### src/rtl/acc_sat_n_if.sv
// ---------------------------------------------------------------------------
// acc_sat_n_if
//   Bundles the sample handshake and result/status signals of acc_sat_n.
//
//   Signals:
//     clr        synchronous clear (source -> accumulator)
//     in_valid   in_data holds a sample (source -> accumulator)
//     in_data    signed sample, WIDTH bits (source -> accumulator)
//     in_ready   accumulator can take a sample (accumulator -> source)
//     acc        registered running sum, WIDTH bits
//     out_valid  one-cycle pulse, acc updated on the previous edge
//     carry      unsigned carry-out of the last accepted addition
//     overflow   sticky signed-overflow flag
//     sat_pulse  one-cycle pulse, last accepted addition was clamped
//     count      accepted-sample counter, CNT_W bits, holds at all-ones
//
//   Modports:
//     master  sample source / result consumer side
//     slave   accumulator side
// ---------------------------------------------------------------------------
interface acc_sat_n_if #(
    parameter int WIDTH = 8,
    parameter int CNT_W = 16
);
    logic             clr;
    logic             in_valid;
    logic [WIDTH-1:0] in_data;
    logic             in_ready;
    logic [WIDTH-1:0] acc;
    logic             out_valid;
    logic             carry;
    logic             overflow;
    logic             sat_pulse;
    logic [CNT_W-1:0] count;

    modport master (
        output clr, in_valid, in_data,
        input  in_ready, acc, out_valid, carry, overflow, sat_pulse, count
    );

    modport slave (
        input  clr, in_valid, in_data,
        output in_ready, acc, out_valid, carry, overflow, sat_pulse, count
    );
endinterface

### src/rtl/acc_sat_n.sv
// ---------------------------------------------------------------------------
// acc_sat_n
//   Signed two's-complement accumulator with a valid/ready input, selectable
//   overflow policy (halt-and-hold or saturate-and-continue), synchronous
//   clear and a saturating accepted-sample counter.
//
//   Parameters:
//     WIDTH     data/accumulator width, signed, >= 2
//     SATURATE  0: halt and hold on overflow; 1: clamp and keep going
//     CNT_W     accepted-sample counter width
//
//   Ports:
//     clk   rising-edge clock
//     rst   asynchronous, active-high reset
//     bus   acc_sat_n_if.slave (clr, in_valid/in_data/in_ready,
//           acc, out_valid, carry, overflow, sat_pulse, count)
//
//   All outputs are registered except in_ready, decoded from the state.
// ---------------------------------------------------------------------------
module acc_sat_n #(
    parameter int WIDTH    = 8,
    parameter bit SATURATE = 1'b0,
    parameter int CNT_W    = 16
) (
    input  logic        clk,
    input  logic        rst,
    acc_sat_n_if.slave  bus
);

    typedef enum logic {
        RUN  = 1'b0,
        HALT = 1'b1
    } state_t;

    localparam logic [WIDTH-1:0] POS_MAX = {1'b0, {(WIDTH-1){1'b1}}};
    localparam logic [WIDTH-1:0] NEG_MIN = {1'b1, {(WIDTH-1){1'b0}}};

    state_t           state, state_nx;
    logic [WIDTH-1:0] acc_q, acc_nx;
    logic [CNT_W-1:0] count_q, count_nx, count_inc;
    logic             carry_q, carry_nx;
    logic             overflow_q, overflow_nx;
    logic             out_valid_q, out_valid_nx;
    logic             sat_pulse_q, sat_pulse_nx;

    logic [WIDTH:0]   sum;
    logic             ovf;
    logic             accept;

    // Unsigned WIDTH+1-bit add: the top bit is the carry-out, the lower
    // WIDTH bits are the two's-complement result.
    assign sum = {1'b0, acc_q} + {1'b0, bus.in_data};

    // Signed overflow: operands share a sign and the result sign differs.
    assign ovf = (acc_q[WIDTH-1] == bus.in_data[WIDTH-1]) &&
                 (sum[WIDTH-1]   != acc_q[WIDTH-1]);

    // clr takes priority, so a sample presented with clr is never accepted.
    assign accept = (state == RUN) && bus.in_valid && !bus.clr;

    // Counter sticks at all-ones rather than wrapping.
    assign count_inc = (count_q == '1) ? count_q : count_q + CNT_W'(1);

    always_comb begin
        // NOTE: every signal gets a default before any branch so no path
        // leaves one unassigned, which would infer a latch.
        state_nx     = state;
        acc_nx       = acc_q;
        count_nx     = count_q;
        carry_nx     = carry_q;
        overflow_nx  = overflow_q;
        out_valid_nx = 1'b0;
        sat_pulse_nx = 1'b0;

        if (bus.clr) begin
            state_nx    = RUN;
            acc_nx      = '0;
            count_nx    = '0;
            carry_nx    = 1'b0;
            overflow_nx = 1'b0;
        end else if (accept) begin
            carry_nx = sum[WIDTH];
            if (!ovf) begin
                acc_nx       = sum[WIDTH-1:0];
                out_valid_nx = 1'b1;
                count_nx     = count_inc;
            end else if (SATURATE) begin
                // Overflow only happens with equal operand signs, so the
                // accumulator sign tells which rail to clamp to.
                acc_nx       = acc_q[WIDTH-1] ? NEG_MIN : POS_MAX;
                overflow_nx  = 1'b1;
                sat_pulse_nx = 1'b1;
                out_valid_nx = 1'b1;
                count_nx     = count_inc;
            end else begin
                // Halt policy: keep the last good sum, flag it and stop.
                overflow_nx = 1'b1;
                state_nx    = HALT;
            end
        end
    end

    // NOTE: sequential state uses non-blocking assignments so every register
    // samples the pre-edge values computed above, independent of order.
    always_ff @(posedge clk or posedge rst) begin
        if (rst) begin
            state <= RUN;
        end else begin
            state <= state_nx;
        end
    end

    always_ff @(posedge clk or posedge rst) begin
        if (rst) begin
            acc_q       <= '0;
            count_q     <= '0;
            carry_q     <= 1'b0;
            overflow_q  <= 1'b0;
            out_valid_q <= 1'b0;
            sat_pulse_q <= 1'b0;
        end else begin
            acc_q       <= acc_nx;
            count_q     <= count_nx;
            carry_q     <= carry_nx;
            overflow_q  <= overflow_nx;
            out_valid_q <= out_valid_nx;
            sat_pulse_q <= sat_pulse_nx;
        end
    end

    assign bus.in_ready  = (state == RUN);
    assign bus.acc       = acc_q;
    assign bus.count     = count_q;
    assign bus.carry     = carry_q;
    assign bus.overflow  = overflow_q;
    assign bus.out_valid = out_valid_q;
    assign bus.sat_pulse = sat_pulse_q;

endmodule
### src/flat_wrapper.sv
// flat-port wrapper written by rule: the top's interface ports become plain ports
module acc_sat_n_flat 
#(
    parameter int WIDTH    = 8,
    parameter bit SATURATE = 1'b0,
    parameter int CNT_W    = 16
)
  (clk, rst, bus_clr, bus_in_valid, bus_in_data, bus_in_ready, bus_acc, bus_out_valid, bus_carry, bus_overflow, bus_sat_pulse, bus_count);
  acc_sat_n_if #(.WIDTH(WIDTH), .CNT_W(CNT_W)) bus_i ();
  input  logic clk;
  input  logic rst;
  input wire logic [$bits(bus_i.clr)-1:0] bus_clr;
  input wire logic [$bits(bus_i.in_valid)-1:0] bus_in_valid;
  input wire logic [$bits(bus_i.in_data)-1:0] bus_in_data;
  output wire logic [$bits(bus_i.in_ready)-1:0] bus_in_ready;
  output wire logic [$bits(bus_i.acc)-1:0] bus_acc;
  output wire logic [$bits(bus_i.out_valid)-1:0] bus_out_valid;
  output wire logic [$bits(bus_i.carry)-1:0] bus_carry;
  output wire logic [$bits(bus_i.overflow)-1:0] bus_overflow;
  output wire logic [$bits(bus_i.sat_pulse)-1:0] bus_sat_pulse;
  output wire logic [$bits(bus_i.count)-1:0] bus_count;
  assign bus_i.clr = bus_clr;
  assign bus_i.in_valid = bus_in_valid;
  assign bus_i.in_data = bus_in_data;
  assign bus_in_ready = bus_i.in_ready;
  assign bus_acc = bus_i.acc;
  assign bus_out_valid = bus_i.out_valid;
  assign bus_carry = bus_i.carry;
  assign bus_overflow = bus_i.overflow;
  assign bus_sat_pulse = bus_i.sat_pulse;
  assign bus_count = bus_i.count;
  acc_sat_n #(.WIDTH(WIDTH), .SATURATE(SATURATE), .CNT_W(CNT_W)) u_core (.clk(clk), .rst(rst), .bus(bus_i));
endmodule
### config.mk
export PLATFORM = sky130hd
export DESIGN_NAME = acc_sat_n_flat
export DESIGN_NICKNAME = d
export VERILOG_FILES = /design/src/rtl/acc_sat_n_if.sv /design/src/rtl/acc_sat_n.sv /design/src/flat_wrapper.sv
export SDC_FILE = /design/constraint.sdc
export NUM_CORES = 1
export LEC_CHECK = 0
export BUFFER_PORTS_ARGS = -buffer_cell sky130_fd_sc_hd__clkbuf_2
export CELL_PAD_IN_SITES_DETAIL_PLACEMENT = 2
export CELL_PAD_IN_SITES_GLOBAL_PLACEMENT = 2
export CORE_ASPECT_RATIO = 0.75
export CORE_MARGIN = 8
export CORE_UTILIZATION = 32
export DETAILED_ROUTE_END_ITERATION = 16
export PLACE_DENSITY = 0.8
export SLEW_MARGIN = 30
export SYNTH_ARGS = -nofsm -noshare
export SYNTH_HDL_FRONTEND = slang
export SYNTH_SLANG_ARGS = --single-unit
### constraint.sdc
create_clock -name clk -period 3.05 [get_ports clk]
set_clock_uncertainty 0.05 [all_clocks]
set_input_delay 0.61 -clock clk [delete_from_list [all_inputs] [get_ports clk]]
set_output_delay 0.61 -clock clk [all_outputs]
set_load 0.05 [all_outputs]
==> reports/summary.log, run 1 <==
qor: outcome.status complete, no violations
qor: timing.final-max-slew-violation-count 0
qor: clock_network.cts.path.max_buffers 2
qor: clock_network.cts_sinks 27
qor: worst_setup_path.ff2ff_path_depth 7
qor: detailed_routing.avgViaCountPerCell 5.384
qor: layout.drive_gt1_share 24.77%
qor: floorplanning.die_area 7835 um^2
qor: worst_setup_path.cp-startpoint u_core.bus.acc[1]
qor: floorplanning.floorplan.die.height 78.69 um
qor: synth.synth_area 1677 um^2
qor: synth.synth_seq_cells 27
qor: clock_network.clk_transition_reported_paths 0.09 ns
qor: synth.synthesis.nets 204
qor: timing.period_needed 2.755 ns
qor: worst_setup_path.crit_end u_core.bus.count[5]
qor: worst_setup_path.critical_path.endpoint_type flip-flop
qor: synth.netlist-cell-type-count 41
qor: clock_network.numCtsBuffers 3
qor: grt.grt.total_usage 14.19%
qor: place.place.port_buffers 39
qor: floorplanning.initial_utilization 33.65%
qor: synth.synth_flop_cell dfrtp_1
qor: clock_network.cts-root-buf clkbuf_8
qor: layout.synthToLayoutAreaGrowth 19.18%
qor: worst_setup_path.regToRegSetupSlack 0.29 ns
qor: job.maxCapViolations 0
qor: timing.endpoints_failing_hold 0
qor: timing.timing.hold.ws 0.3243 ns
qor: timing.setup_violations 0
qor: worst_setup_path.crit_arrival 2.88 ns
qor: power.p_leak 0.9468 nW
qor: detailed_routing.wl 5.287 mm
qor: floorplanning.design.core.area 4982 um^2
qor: floorplanning.floorplan.io_pins 41
qor: detailed_routing.drtPass1Iterations 4
qor: detailed_routing.wire_per_inst 17.98 um
qor: synth.synthesis.instances 182
qor: floorplanning.num_rows 22
qor: clock_network.cts.repair.resized 0
qor: power.power_density 505.4 nW/um^2
qor: synth.postSynthAreaPerCell 9.212 um^2
qor: layout.num-nets-final 245
qor: timing.grt_setup_unrepaired false
qor: clock_network.clock_insertion_delay_worst_skew 0.28 ns
qor: grt.wire_length_of_the_first_global_routing_pass 9.170 mm
qor: timing.max_slew_margin 56.90%
qor: place.place_congestion 0.8010
qor: synth.synth-warning-count 0
qor: place.place_hpwl 4.029 mm
qor: grt.grt_max_degree 28
qor: clock_network.post-cts-setup-buffers 0
qor: layout.antenna-diode-count 0
qor: grt.grt_total_ovfl 0
qor: detailed_routing.post-route-drc-count 0
qor: timing.fraction_of_the_cycle_the_final_worst_path_needs 90.34%
qor: grt.antenna_violations_before_repair 0
qor: timing.worst_slew_pin_slew 0.6416 ns
qor: worst_setup_path.rr_endpoint u_core.bus.count[5]
qor: worst_setup_path.reg_to_reg_start u_core.bus.acc[1]
qor: floorplanning.die_w 99.58 um
qor: worst_hold_path.min_path_type input pin to asynchronous set/reset pin
qor: worst_setup_path.path_class flip-flop to flip-flop
qor: grt.first_global_vias 1809
qor: detailed_routing.vias 1583
qor: worst_setup_path.cp_data_required_time 3.18 ns
qor: worst_setup_path.timing.critical_path.fanout_max 23
qor: worst_setup_path.worst_setup_path_start_kind flip-flop
qor: synth.synth-edff-count 0
qor: synth.ys_seq_area_share 40.30%
qor: clock_network.cts-hold-fix-buffers 0
qor: power.power.ir.vdd_worst 0.0002206 V
qor: timing.fmaxAchievable 362.9 MHz
qor: synth.async_flop_share 100.0%
qor: detailed_routing.ant_nets 0
qor: clock_network.htree_num_levels 1
qor: clock_network.tritoncts done
qor: timing.setup_tns 0 ns
qor: detailed_routing.drtIter0Drc 49
## per-layer routing
layer	share of wire (%)	track usage, %	vias up
met2	48	23.95	24
met1	48	18.21	794
met5	0	0	-
met4	0.44	1.355	0
li1	-	-	762
met3	3.7	3.965	3
## synth_stat cells, types with 2 or more instances
master / instances / area share [%]
dfrtp_1: 27 / 40
a21oi_1: 22 / 6.6
nand2_1: 16 / 3.6
nor2_1: 13 / 2.9
ha_1: 9 / 6.7
nand3_1: 9 / 2.7
o21ai_0: 8 / 2.4
and3_1: 7 / 2.6
nor2b_1: 6 / 2.2
o31ai_1: 5 / 2.2
or4_1: 5 / 2.2
a21o_1: 4 / 1.8
clkbuf_1: 4 / 0.90
nand4_1: 4 / 1.5
a211oi_1: 3 / 1.3
inv_1: 3 / 0.67
mux2_2: 3 / 2.0
nor3_1: 3 / 0.90
or3_1: 3 / 1.1
a31oi_1: 2 / 0.75
a41oi_1: 2 / 1.0
buf_4: 2 / 0.90
nor4b_1: 2 / 1.0
o211ai_1: 2 / 0.90
xnor2_1: 2 / 1.0
## flip-flops by register name (all words and copies together), names as in the netlist
register / cells
u_core.bus.carry: 1
u_core.bus.count: 16
u_core.bus.out_valid: 1
u_core.bus.acc: 8
u_core.bus.overflow: 1
## cells by family after synthesis
kind of cell	Yosys count	synth area share (%)
adder cells (fa/ha/maj)	10	7.911
AND/OR/NAND/NOR	71	22.69
multiplexers	3	2.015
XOR/XNOR	3	1.567
flip-flops	27	40.30
other	1	0.2237
buffers and inverters	11	3.432
AO/OA/AOI/OAI	56	21.87
## layout make-up
class / instances / area (um^2)
Timing Repair Buffer: 44 / 232.7
Fill cell: 583 / 2984
Inverter: 3 / 11.26
Multi-Input combinational cell: 144 / 943.4
Clock buffer: 4 / 45.04
Tap cell: 72 / 90.09
Sequential cell: 27 / 675.6
## cells in the final DEF (no fill, tap or decap), types with 6 or more instances in the layout
master / instances
and3_1: 7
o21ai_0: 8
a21oi_1: 22
dfrtp_1: 27
ha_1: 9
nor2_1: 13
nor2b_1: 6
nand3_1: 9
nand2_1: 16
clkbuf_2: 39
## worst min-delay path by stage
stage	endpoint	slack, ns	depth (start not counted)
floorplan	u_core.bus.acc[0]	0.61	1
global placement	u_core.bus.overflow	0.49	2
detailed placement	u_core.bus.overflow	0.51	2
CTS	u_core.bus.acc[3]	0.34	3
global route	u_core.bus.acc[3]	0.35	3
finish	u_core.bus.count[13]	0.32	3
## worst max-delay path: stages, from the launching register on
cell,delay (ns)
dfrtp_1,0.45
ha_1,0.35
a211oi_2,0.25
o21ai_2,0.13
or3_4,0.36
a31o_4,0.35
nor4b_1,0.34
mux2_2,0.37
## per-stage QoR
step	cells	util [%]	area, um^2	worst slack (ns)	total power, W
2_1_floorplan	182	-	1677	0.2927	0.0007039
3_3_place_gp	290	39.20	1953	0.1044	0.0007904
3_5_place_dp	290	39.20	1953	0.04073	0.0008042
4_1_cts	294	40.11	1998	0.2926	0.001023
5_1_grt	294	40.11	1998	0.1362	0.001070
6_report	294	40.11	1998	0.2947	0.001010
## power breakdown
group          switching [W]  internal, W
clock               0.000122    0.0000941
sequential         0.0000281     0.000383
combinational       0.000263     0.000120
total               0.000412     0.000598
(Power assumes the default switching activity.)
==> run 2: changes to the inputs <==
PLACE_DENSITY = unset   (was 0.8)
PLACE_DENSITY_LB_ADDON = 0.05   (was unset)
TNS_END_PERCENT = 100   (was unset)
==> run 2 against run 1 <==
  * Critical path type unchanged
  * Wire length up 3.1%
  * Register-to-register slack lost 0.04 ns
  * Sequential cell count unchanged
  * Fmax decreased by 1.4%
==> reports/summary.log, run 2 (synthesis results as in run 1) <==
qor: place.place_congestion 0.7741
qor: timing.fraction_of_the_cycle_the_final_worst_path_needs 91.58%
qor: detailed_routing.wire_per_inst 18.60 um
qor: timing.final-max-slew-violation-count 0
qor: power.cell_internal_pwr 0.0005950 W
qor: grt.grt_total_ovfl 0
qor: clock_network.post-cts-setup-buffers 0
qor: power.power_frac_clock 21.7%
qor: power.p_leak 0.9409 nW
qor: worst_setup_path.critPathBufInv 0
qor: detailed_routing.post-route-drc-count 0
qor: clock_network.numCtsBuffers 3
qor: detailed_routing.wl 5.450 mm
qor: floorplanning.floorplan.die.height 78.69 um
qor: clock_network.tritoncts done
qor: outcome.status complete, no violations
qor: worst_setup_path.rr_endpoint u_core.bus.count[5]
qor: detailed_routing.drtIter0Drc 70
qor: power.power.ir.vdd_worst 0.0002533 V
qor: timing.max_slew_margin 59.20%
qor: clock_network.cts_sinks 27
qor: clock_network.clk_transition_reported_paths 0.11 ns
qor: detailed_routing.vias 1594
qor: worst_setup_path.cp_data_required_time 3.18 ns
qor: floorplanning.initial_utilization 33.65%
qor: worst_setup_path.critical-path-top-delay-family simple AND/OR/NAND/NOR gates
qor: timing.period_needed 2.793 ns
qor: worst_setup_path.worst_setup_path_start_kind flip-flop
qor: floorplanning.floorplan.io_pins 41
qor: layout.drive_gt1_share 24.89%
qor: grt.antenna_violations_before_repair 0
qor: grt.grt.total_usage 14.43%
qor: power.switching_power 0.0004136 W
qor: grt.wire_length_of_the_first_global_routing_pass 9.108 mm
qor: clock_network.cts.path.max_buffers 2
qor: floorplanning.die_area 7835 um^2
qor: worst_setup_path.path_depth 7
qor: timing.fmaxAchievable 358.0 MHz
qor: worst_setup_path.reg_to_reg_start u_core.bus.acc[2]
qor: floorplanning.design.core.area 4982 um^2
qor: layout.synthToLayoutAreaGrowth 18.96%
qor: detailed_routing.ant_nets 0
qor: worst_setup_path.crit_arrival 2.92 ns
qor: worst_setup_path.cp_slowest_cell dfrtp_1
qor: detailed_routing.avgViaCountPerCell 5.440
qor: place.place_hpwl 4.211 mm
qor: place.place.port_buffers 39
qor: worst_setup_path.path_class flip-flop to flip-flop
qor: timing.worst_slew_pin_slew 0.6121 ns
qor: power.switching_share 41.01%
qor: worst_setup_path.ff2ff_path_depth 7
qor: floorplanning.die_w 99.58 um
qor: worst_setup_path.timing.critical_path.fanout_max 18
qor: grt.grt_max_degree 29
qor: clock_network.htree_num_levels 1
qor: power.power_density 505.7 nW/um^2
qor: clock_network.cts-root-buf clkbuf_8
qor: timing.setup_violations 0
qor: layout.num-nets-final 244
qor: job.maxCapViolations 0
qor: power.p_seq_share 40.8%
qor: worst_setup_path.regToRegSetupSlack 0.26 ns
qor: worst_hold_path.min_path_type input pin to asynchronous set/reset pin
qor: timing.grt_setup_unrepaired false
qor: power.p_comb_share 37.6%
qor: layout.max_reg_flops 16
qor: layout.mostFrequentLayoutCells clkbuf_2, dfrtp_1, a21oi_1
qor: worst_setup_path.timing.critical_path.slowest_cell_delay 0.42 ns
qor: timing.endpoints_failing_hold 0
qor: timing.setup_tns 0 ns
qor: floorplanning.num_rows 22
qor: clock_network.cts-hold-fix-buffers 0
qor: worst_setup_path.worstPathCellList ha_1, o211ai_1, o21ai_2, or3_4, a31o_4, nor4b_1, mux2_2
qor: worst_setup_path.critical_path.endpoint_type flip-flop
qor: layout.layout.cells.most_common clkbuf_2
qor: detailed_routing.drtPass1Iterations 4
qor: grt.first_global_vias 1797
qor: layout.antenna-diode-count 0
qor: clock_network.clock_insertion_delay_worst_skew 0.28 ns
qor: clock_network.cts.repair.resized 0
qor: power.finalPower 0.001009 W
## run 2: power by group through the flow
stage               clock network (W)  registers [W]  logic, W
floorplan                           0       0.000503  0.000201
global placement                    0       0.000415  0.000370
detailed placement                  0       0.000420  0.000383
CTS                          0.000233       0.000413  0.000385
global route                 0.000246       0.000416  0.000413
finish                       0.000219       0.000411  0.000379
## run 2: how the worst max path moves through the flow
stage                           start                  end  slack, ns
CTS                 u_core.bus.acc[2]  u_core.bus.count[5]       0.25
global route        u_core.bus.acc[1]  u_core.bus.count[5]       0.13
detailed placement     bus_in_data[2]  u_core.bus.count[5]      0.002
global placement       bus_in_data[1]  u_core.bus.count[5]       0.16
floorplan           u_core.bus.acc[1]  u_core.bus.count[6]       0.29
finish              u_core.bus.acc[2]  u_core.bus.count[5]       0.26
## run 2: metal layers
layer  vias up  global-route usage (%)  part of all wire [%]  routed length, um
li1        756                       -                     -                  -
met1       807                   18.11                    48               2638
met2        29                   24.62                    47               2556
met3         2                   4.141                   4.3                236
met4         0                   1.807                  0.35                 19
met5         -                       0                     0                  0
## run 2: metrics by stage
step / utilization [%] / instance area, um^2 / hold WS (ns) / instances / setup slack (ns)
floorplan: - / 1677 / 0.6127 / 182 / 0.2927
global placement: 39.05 / 1946 / 0.4706 / 289 / 0.1575
detailed placement: 39.05 / 1946 / 0.5080 / 289 / 0.001666
CTS: 40.03 / 1994 / 0.3263 / 293 / 0.2479
global route: 40.03 / 1994 / 0.3326 / 293 / 0.1349
finish: 40.03 / 1994 / 0.3159 / 293 / 0.2569
## run 2: layout make-up
| cell class | instances | area [um^2] |
|---|---|---|
| fillers | 568 | 2988 |
| multi-input cells | 144 | 943.4 |
| flip-flops and latches | 27 | 675.6 |
| repair buffers | 43 | 225.2 |
| well taps | 72 | 90.09 |
| clock buffers | 3 | 41.29 |
| inverters | 3 | 11.26 |
| clock inverters | 1 | 7.507 |
## run 2: worst register-to-register path: cells and delay by family (launching register included)
| kind | cells | cell delay, ns |
|---|---|---|
| AND/OR/NAND/NOR | 2 | 0.77 |
| flip-flops | 1 | 0.42 |
| AO/OA/AOI/OAI | 3 | 0.70 |
| multiplexers | 1 | 0.38 |
| adder cells (fa/ha/maj) | 1 | 0.37 |
